## config.mk

```make
export PLATFORM = sky130hd
export DESIGN_NAME = des_sbox_stage_flat
export DESIGN_NICKNAME = d
export VERILOG_FILES = /design/src/rtl/des_sbox_if.sv /design/src/rtl/des_sbox_stage.sv /design/src/flat_wrapper.sv
export SDC_FILE = /design/constraint.sdc
export NUM_CORES = 1
export LEC_CHECK = 0
export ABC_AREA = 1
export CAP_MARGIN = 15
export CORE_ASPECT_RATIO = 0.9
export CORE_UTILIZATION = 40
export DETAILED_ROUTE_END_ITERATION = 10
export SYNTH_ARGS = -nofsm -noshare
export SYNTH_HDL_FRONTEND = slang
export SYNTH_SLANG_ARGS = --single-unit
```

## constraint.sdc

```tcl
create_clock -name clk -period 5.1 [get_ports clk]
set_clock_uncertainty 0.1 [all_clocks]
set_input_delay 1.02 -clock clk [delete_from_list [all_inputs] [get_ports clk]]
set_output_delay 1.02 -clock clk [all_outputs]
set_load 0.02 [all_outputs]
```

## src/rtl/des_sbox_if.sv

```systemverilog
// Handshake bundle between the E-box, the S-box substitution stage and the P-box side.
// The upstream and downstream producer/consumer uses master; the stage uses slave.
interface des_sbox_if;
  logic        in_valid;
  logic        in_ready;
  logic [47:0] expanded;
  logic [47:0] subkey;
  logic        out_valid;
  logic        out_ready;
  logic [31:0] sbox_out;

  modport master (
    output in_valid, expanded, subkey, out_ready,
    input  in_ready, out_valid, sbox_out
  );

  modport slave (
    input  in_valid, expanded, subkey, out_ready,
    output in_ready, out_valid, sbox_out
  );
endinterface

```

## src/rtl/des_sbox_stage.sv

```systemverilog
// DES round substitution: XORs the expanded half with the subkey, then evaluates S1..S8,
// one S-box per clock, into a 32-bit pre-permutation word.
//
// state | meaning
// IDLE  | waiting for in_valid; in_ready high
// BUSY  | evaluating S-box cnt+1 (8 cycles)
// DONE  | result held with out_valid high until out_ready
module des_sbox_stage (
  input  logic       clk,
  input  logic       rst,
  des_sbox_if.slave  bus
);

  typedef enum logic [1:0] {IDLE, BUSY, DONE} state_t;

  // Each S-box is 64 nibbles, row-major, entry (row*16 + col) at the top-most end first.
  localparam logic [255:0] SBOX [8] = '{
    256'hE4D12FB83A6C5907_0F74E2D1A6CB9538_41E8D62BFC973A50_FC8249175B3EA06D,
    256'hF18E6B34972DC05A_3D47F28EC01A69B5_0E7BA4D158C6932F_D8A13F42B67C05E9,
    256'hA09E63F51DC7B428_D70934A6285ECBF1_D6498F30B12C5AE7_1AD069874FE3B52C,
    256'h7DE3069A1285BC4F_D8B56F03472C1AE9_A690CB7DF13E5284_3F06A1D8945BC72E,
    256'h2C417AB6853FD0E9_EB2C47D150FA3986_421BAD78F9C5630E_B8C71E2D6F09A453,
    256'hC1AF92680D34E75B_AF427C9561DE0B38_9EF528C3704A1DB6_432C95FABE17608D,
    256'h4B2EF08D3C975A61_D0B7491AE35C2F86_14BDC37EAF680592_6BD814A7950FE23C,
    256'hD2846FB1A93E50C7_1FD8A374C56B0E92_7B419CE206ADF358_21E74A8DFC90356B
  };

  state_t      state;
  logic [47:0] x;
  logic [2:0]  cnt;
  logic [31:0] result;
  logic        in_ready_q;
  logic        out_valid_q;

  logic [5:0]  chunk_lsb;
  logic [5:0]  chunk;
  logic [5:0]  addr;
  logic [3:0]  nib;

  // Chunk i lives at x[47-6i -: 6]; its table entry sits at nibble offset 63-addr.
  always_comb begin
    chunk_lsb = {3'b000, ~cnt} * 6'd6;
    chunk     = x[chunk_lsb +: 6];
    addr      = {chunk[5], chunk[0], chunk[4:1]};
    nib       = SBOX[cnt][{~addr, 2'b00} +: 4];
  end

  always_ff @(posedge clk or posedge rst) begin
    if (rst) begin
      state       <= IDLE;
      x           <= '0;
      cnt         <= '0;
      result      <= '0;
      in_ready_q  <= 1'b1;
      out_valid_q <= 1'b0;
    end else begin
      case (state)
        IDLE: begin
          if (bus.in_valid) begin
            x          <= bus.expanded ^ bus.subkey;
            cnt        <= '0;
            state      <= BUSY;
            in_ready_q <= 1'b0;
          end
        end
        BUSY: begin
          result[{~cnt, 2'b00} +: 4] <= nib;
          cnt <= cnt + 3'd1;
          if (cnt == 3'd7) begin
            state       <= DONE;
            out_valid_q <= 1'b1;
          end
        end
        DONE: begin
          // Returning to IDLE never doubles as an accept; the next input waits a cycle.
          if (bus.out_ready) begin
            state       <= IDLE;
            out_valid_q <= 1'b0;
            in_ready_q  <= 1'b1;
          end
        end
        default: begin
          state       <= IDLE;
          in_ready_q  <= 1'b1;
          out_valid_q <= 1'b0;
        end
      endcase
    end
  end

  assign bus.in_ready  = in_ready_q;
  assign bus.out_valid = out_valid_q;
  assign bus.sbox_out  = result;

endmodule

```

## src/flat_wrapper.sv

```systemverilog
// flat-port wrapper written by rule: the top's interface ports become plain ports
module des_sbox_stage_flat 
  (clk, rst, bus_in_valid, bus_expanded, bus_subkey, bus_out_ready, bus_in_ready, bus_out_valid, bus_sbox_out);
  des_sbox_if bus_i ();
  input  logic clk;
  input  logic rst;
  input wire logic [$bits(bus_i.in_valid)-1:0] bus_in_valid;
  input wire logic [$bits(bus_i.expanded)-1:0] bus_expanded;
  input wire logic [$bits(bus_i.subkey)-1:0] bus_subkey;
  input wire logic [$bits(bus_i.out_ready)-1:0] bus_out_ready;
  output wire logic [$bits(bus_i.in_ready)-1:0] bus_in_ready;
  output wire logic [$bits(bus_i.out_valid)-1:0] bus_out_valid;
  output wire logic [$bits(bus_i.sbox_out)-1:0] bus_sbox_out;
  assign bus_i.in_valid = bus_in_valid;
  assign bus_i.expanded = bus_expanded;
  assign bus_i.subkey = bus_subkey;
  assign bus_i.out_ready = bus_out_ready;
  assign bus_in_ready = bus_i.in_ready;
  assign bus_out_valid = bus_i.out_valid;
  assign bus_sbox_out = bus_i.sbox_out;
  des_sbox_stage u_core (.clk(clk), .rst(rst), .bus(bus_i));
endmodule
```

[Word-level counts from Yosys, hierarchy flattened]
Memory sizes are Yosys's and may differ from the RTL's.
Index checks and enable logic that the tools add are counted.
Cells by class
  shifts and indexed selects: 4
  muxes and demuxes: 15
  bitwise gates (word level): 6
  order comparisons: 1
  add/sub/neg operators: 2
  equality and inequality tests: 6
  multiply operators: 1
  reduce and logical (&&, ||, !) cells: 7
Operators with widths (count)
  2-to-1 mux 256 bit: 2
  variable part select 256 x 9 -> 4 bit: 1
  variable part select 48 x 7 -> 6 bit: 1
  XOR 48 bit: 1
  bitwise mux 32 bit: 1
  variable shift 4 x 7 -> 32 bit (first input constant): 1
  variable part select 4 x 7 -> 32 bit: 1
  AND reduction 3 bit: 3
  negator 5 -> 7 bit: 1
  2-to-1 mux 2 bit: 3
  NOT 6 bit: 1
  case mux 1 bit (3 select lines): 2
  case mux 2 bit (3 select lines): 1
  case mux 3 bit (2 select lines): 1
  multiplier 3 x 2 -> 5 bit (second input constant): 1
  >= comparator 4 bit (second input constant): 1
  2-to-1 mux 1 bit: 4
  != test 2 bit (second input constant): 2
  NOT 3 -> 4 bit: 1
  AND reduction 2 bit: 2
  adder 3 x 1 -> 3 bit (second input constant): 1
  == test 3 bit (second input constant): 1
  2-to-1 mux 3 bit: 1
  NOT 3 bit: 1
  6 further kinds: 7
Storage, ports and cells
  logic and storage cells: 49
  memories: 1
  output and inout bits: 34
  register bits after elaboration: 87
  bits in read-only memories: 2048
Memories
  (no name shown): words 8, width 256, rd ports 1, clocked after Yosys merged registers in 0, write ports 0, RTL line des_sbox_stage.sv:45  | nib = SBOX[cnt][{~addr, 2'b00} +: 4];

[Depth between registers and ports, before layout]
  depth after elaboration: 7
  depth in mapped cells: 19
  mapped depth without buffers: 18

[Least setup slack after synthesis]
No wires, ideal clock.
  path kind: reg-to-reg
  start: reg u_core.cnt[1]
  end: reg u_core.result[11], in the netlist u_core.bus.sbox_out[11]
  library setup time: 0.078 ns
  data arrival time: 2.450 ns
  slack: 2.472 ns
  data required time: 4.922 ns
  cell stages (with the launch flop): 15
  path through: dfrtp_1 buf_4 inv_4 ha_1 buf_1 clkinv_1 nand3_1 nand3_1 nand3_1 nand3_1 nand3_1 nand3_1 nand2_2 nand4_1 a21oi_1
Between the ends
  word-level cells in the longest chain between the ends: 7
  elaborated cells between the ends (all ways): 13
  those cells by class: add/sub (1); mul (1); shift (4); mux (3); bitwise (3); memory (1)
Ends and longest elaborated chain
  from (decl): RTL line des_sbox_stage.sv:30  | logic [2:0] cnt;
  from (signal assigned): RTL line des_sbox_stage.sv:68  | cnt <= cnt + 3'd1;
  NOT 3 bit or NOT 3 -> 4 bit (tied branches): RTL line des_sbox_stage.sv:42, des_sbox_stage.sv:67, des_sbox_stage.sv:45
  multiplier 3 x 2 -> 5 bit or memory (8 x 256 bit) (tied branches)
  variable part select 48 x 7 -> 6 bit or 2-to-1 mux 256 bit (tied branches): RTL line des_sbox_stage.sv:43, des_sbox_stage.sv:45
  NOT 6 bit or 2-to-1 mux 256 bit (tied branches): RTL line des_sbox_stage.sv:45
  variable part select 256 x 9 -> 4 bit: RTL line des_sbox_stage.sv:45
  variable part select 4 x 7 -> 32 bit: RTL line des_sbox_stage.sv:67  | result[{~cnt, 2'b00} +: 4] <= nib;
  bitwise mux 32 bit (*): RTL line des_sbox_stage.sv:67
  to (signal, indexed assignment): RTL line des_sbox_stage.sv:67
  to (decl): RTL line des_sbox_stage.sv:31  | logic [31:0] result;
Every way passes the cells marked *; elsewhere a longest branch is shown, timed or not. The select of a mux whose other input is x is not followed.
A chain may end at the register's enable or synchronous reset.

[Worst setup path after layout]
  start: reg u_core.cnt[1]
  end: reg u_core.result[27], in the netlist u_core.bus.sbox_out[27]
The elaborated chain is that of the path after synthesis.

==> metrics.cfg <==
[outcome]
status=complete, no violations

[grt]
antenna_found_initial=0
grt_pass1_wl_mm=46.5
grt_max_degree=84
gr-total-overflow=0
grt_use_total=0.308
grt_pass1_vias=8268

[floorplan]
core_area_mm2=0.0185
initial_core_util=0.410
die_y_um=133
die-width_um=147
die-area_mm2=0.0195
num_rows=47
io_pins=134

[synth]
syn-cell-area_mm2=0.00757
yosys_register_bits=87
ys_top_cells_by_area=dfrtp_1 (28%), nand3_1 (19%), nand2_1 (18%)
ys_seq_area_frac=0.288
post_synth_num_cell_types=35
syn_inst=1209
syn_nets=1323
synth_largest_area_cell=dfrtp_1
synth_top_area_frac=0.284
syn_avg_cell_area_um2=6.26
yosysWarnings=0

[cts]
cts_tree=built
numCtsBuffers=9
cts-root-buf=clkbuf_16
hold_buffers=0
cts-resized-gates=0
post_cts_buffers=0
clock-sinks=87
clk_pin_slew_ps=80
worstSkewPairLatency_ps=350
clockBufferDepth=2
htreeDepth=3

[worst_setup_path]
reg2reg_to=u_core.bus.sbox_out[27]
reg2regPathDepth=16
worstReg2RegStart=u_core.cnt[1]
cp.required_ps=5290
crit_type=register to register
worstPathArrival_ps=4230
crit_fanout=18
worst_setup_path_end_kind=register
ff2ff_setup_slack_ps=1050
start_kind=register

[layout]
areaGrowthSynthToFinish_pct=22.3
final_cell_mix=nand2_1 (357), nand3_1 (282), clkdlybuf4s50_1 (133)
mostFrequentLayoutCell=nand2_1
regArea_mm2=0.00218
multi_input_area_mm2=0.00461
num_antenna_cells=0
stdcell_area_mm2=0.00926
drive_gt1_frac=0.0429
nets=1413
fillers=1989

[timing]
slew_headroom=0.203
max_freq_ghz=0.247
post-route-period-util=0.793
finalMaxSlewViolations=0
setup_viol=0
worstMarginPinSlew_ps=1190
setup_tns_ps=0
worst_slack_ps=1050
rsz0062_at_grt=false
hold_viol_final=0
period_minus_slack_ps=4050

[route]
drt_iter0_drc=1092
drc_errors=0
wl_mm=29.7
vias=8793
antenna_left=0
firstDrtPassIters=7
viasPerCell=5.68
wl_per_cell_um=19.2

[place]
gp_congestion=1.02
dp_slack_ps=1190
dp_hpwl_mm=21.1
dpl_cell_area_mm2=0.00893
numPortBuffers=133

[worst_hold_path]
holdPathStages=2
whs_endpoint=u_core.x[43]
hp-class=register to register
hp-start=u_core.x[43]

[flow_run]
cap_violations=0

==> logic make-up after synthesis <==
kind of cell,after synthesis,share of synthesized area
and+or+nand+nor,781,0.451
buffers and inverters,169,0.104
AOI/OAI and AO/OA,106,0.0737
DFF,87,0.288
xor gates and xnor gates,48,0.0555
adders and majority gates,14,0.0231
muxes,4,0.00529
==> Yosys cell counts, drive strengths merged <==
master	instances
nand2	367
nand3	284
inv	97
nor2	97
dfrtp	86
o21ai	61
buf	53
a21oi	35
xnor2	29
xor2	19
nand4	18
clkbuf	17
ha	14
nand3b	7
nor3	7
mux2i	4
o22ai	4
clkinv	2
o211ai	2
o221ai	2
a221oi	1
a22oi	1
dfstp	1
nor4	1
==> per-stage QoR <==
stage | cells | hold WS (ps) | util
after CTS | 1548 | 391 | 0.500
after global routing | 1549 | 410 | 0.502
after floorplan | 1209 | 353 | -
after detailed placement | 1532 | 372 | 0.483
final | 1549 | 384 | 0.502
after global placement | 1532 | 369 | 0.483
==> sequential cells by signal, indices dropped and copies added (netlist names) <==
register	cells
u_core.bus.in_ready	1
u_core.bus.out_valid	1
u_core.bus.sbox_out	32
u_core.cnt	3
u_core.state	2
u_core.x	48
==> how the worst max path moves through the flow <==
stage / from / to / cells after the start
after floorplan: rst / u_core.bus.out_valid / 1
after global placement: u_core.cnt[1] / u_core.bus.sbox_out[11] / 16
after detailed placement: u_core.cnt[1] / u_core.bus.sbox_out[11] / 16
after CTS: u_core.cnt[1] / u_core.bus.sbox_out[11] / 16
after global routing: u_core.cnt[1] / u_core.bus.sbox_out[7] / 16
final: u_core.cnt[1] / u_core.bus.sbox_out[27] / 16
==> critical path, cell delays in order, from the launching register on <==
cell	delay (ps)
dfrtp_1	790
inv_4	210
ha_1	730
nand2_1	300
inv_1	370
nand3_1	180
nand2_1	150
nor2_1	70
nand2_1	110
nand2_1	60
nand2_1	60
nand3_1	80
nand3_1	110
nand3_1	120
nand2_2	180
nand4_1	160
a21oi_1	190
==> layer usage <==
layer / track usage / part of all wire / vias up
li1: - / - / 4129
met1: 0.441 / 0.44 / 3970
met2: 0.442 / 0.41 / 586
met3: 0.0593 / 0.11 / 108
met4: 0.151 / 0.045 / 0
met5: 0 / 0 / -
==> area by class of cell <==
cell class                 instances  area share
multi-input combinational        953       0.498
sequential                        87       0.235
timing repair buffer             149       0.160
inverter                          99      0.0405
tap                              245      0.0331
clock buffer                       9      0.0243
clock inverter                     7     0.00905
Power is left out: the tool's default activity adds up to more than one toggle a clock period on the data nets, which glitch-free logic cannot reach.
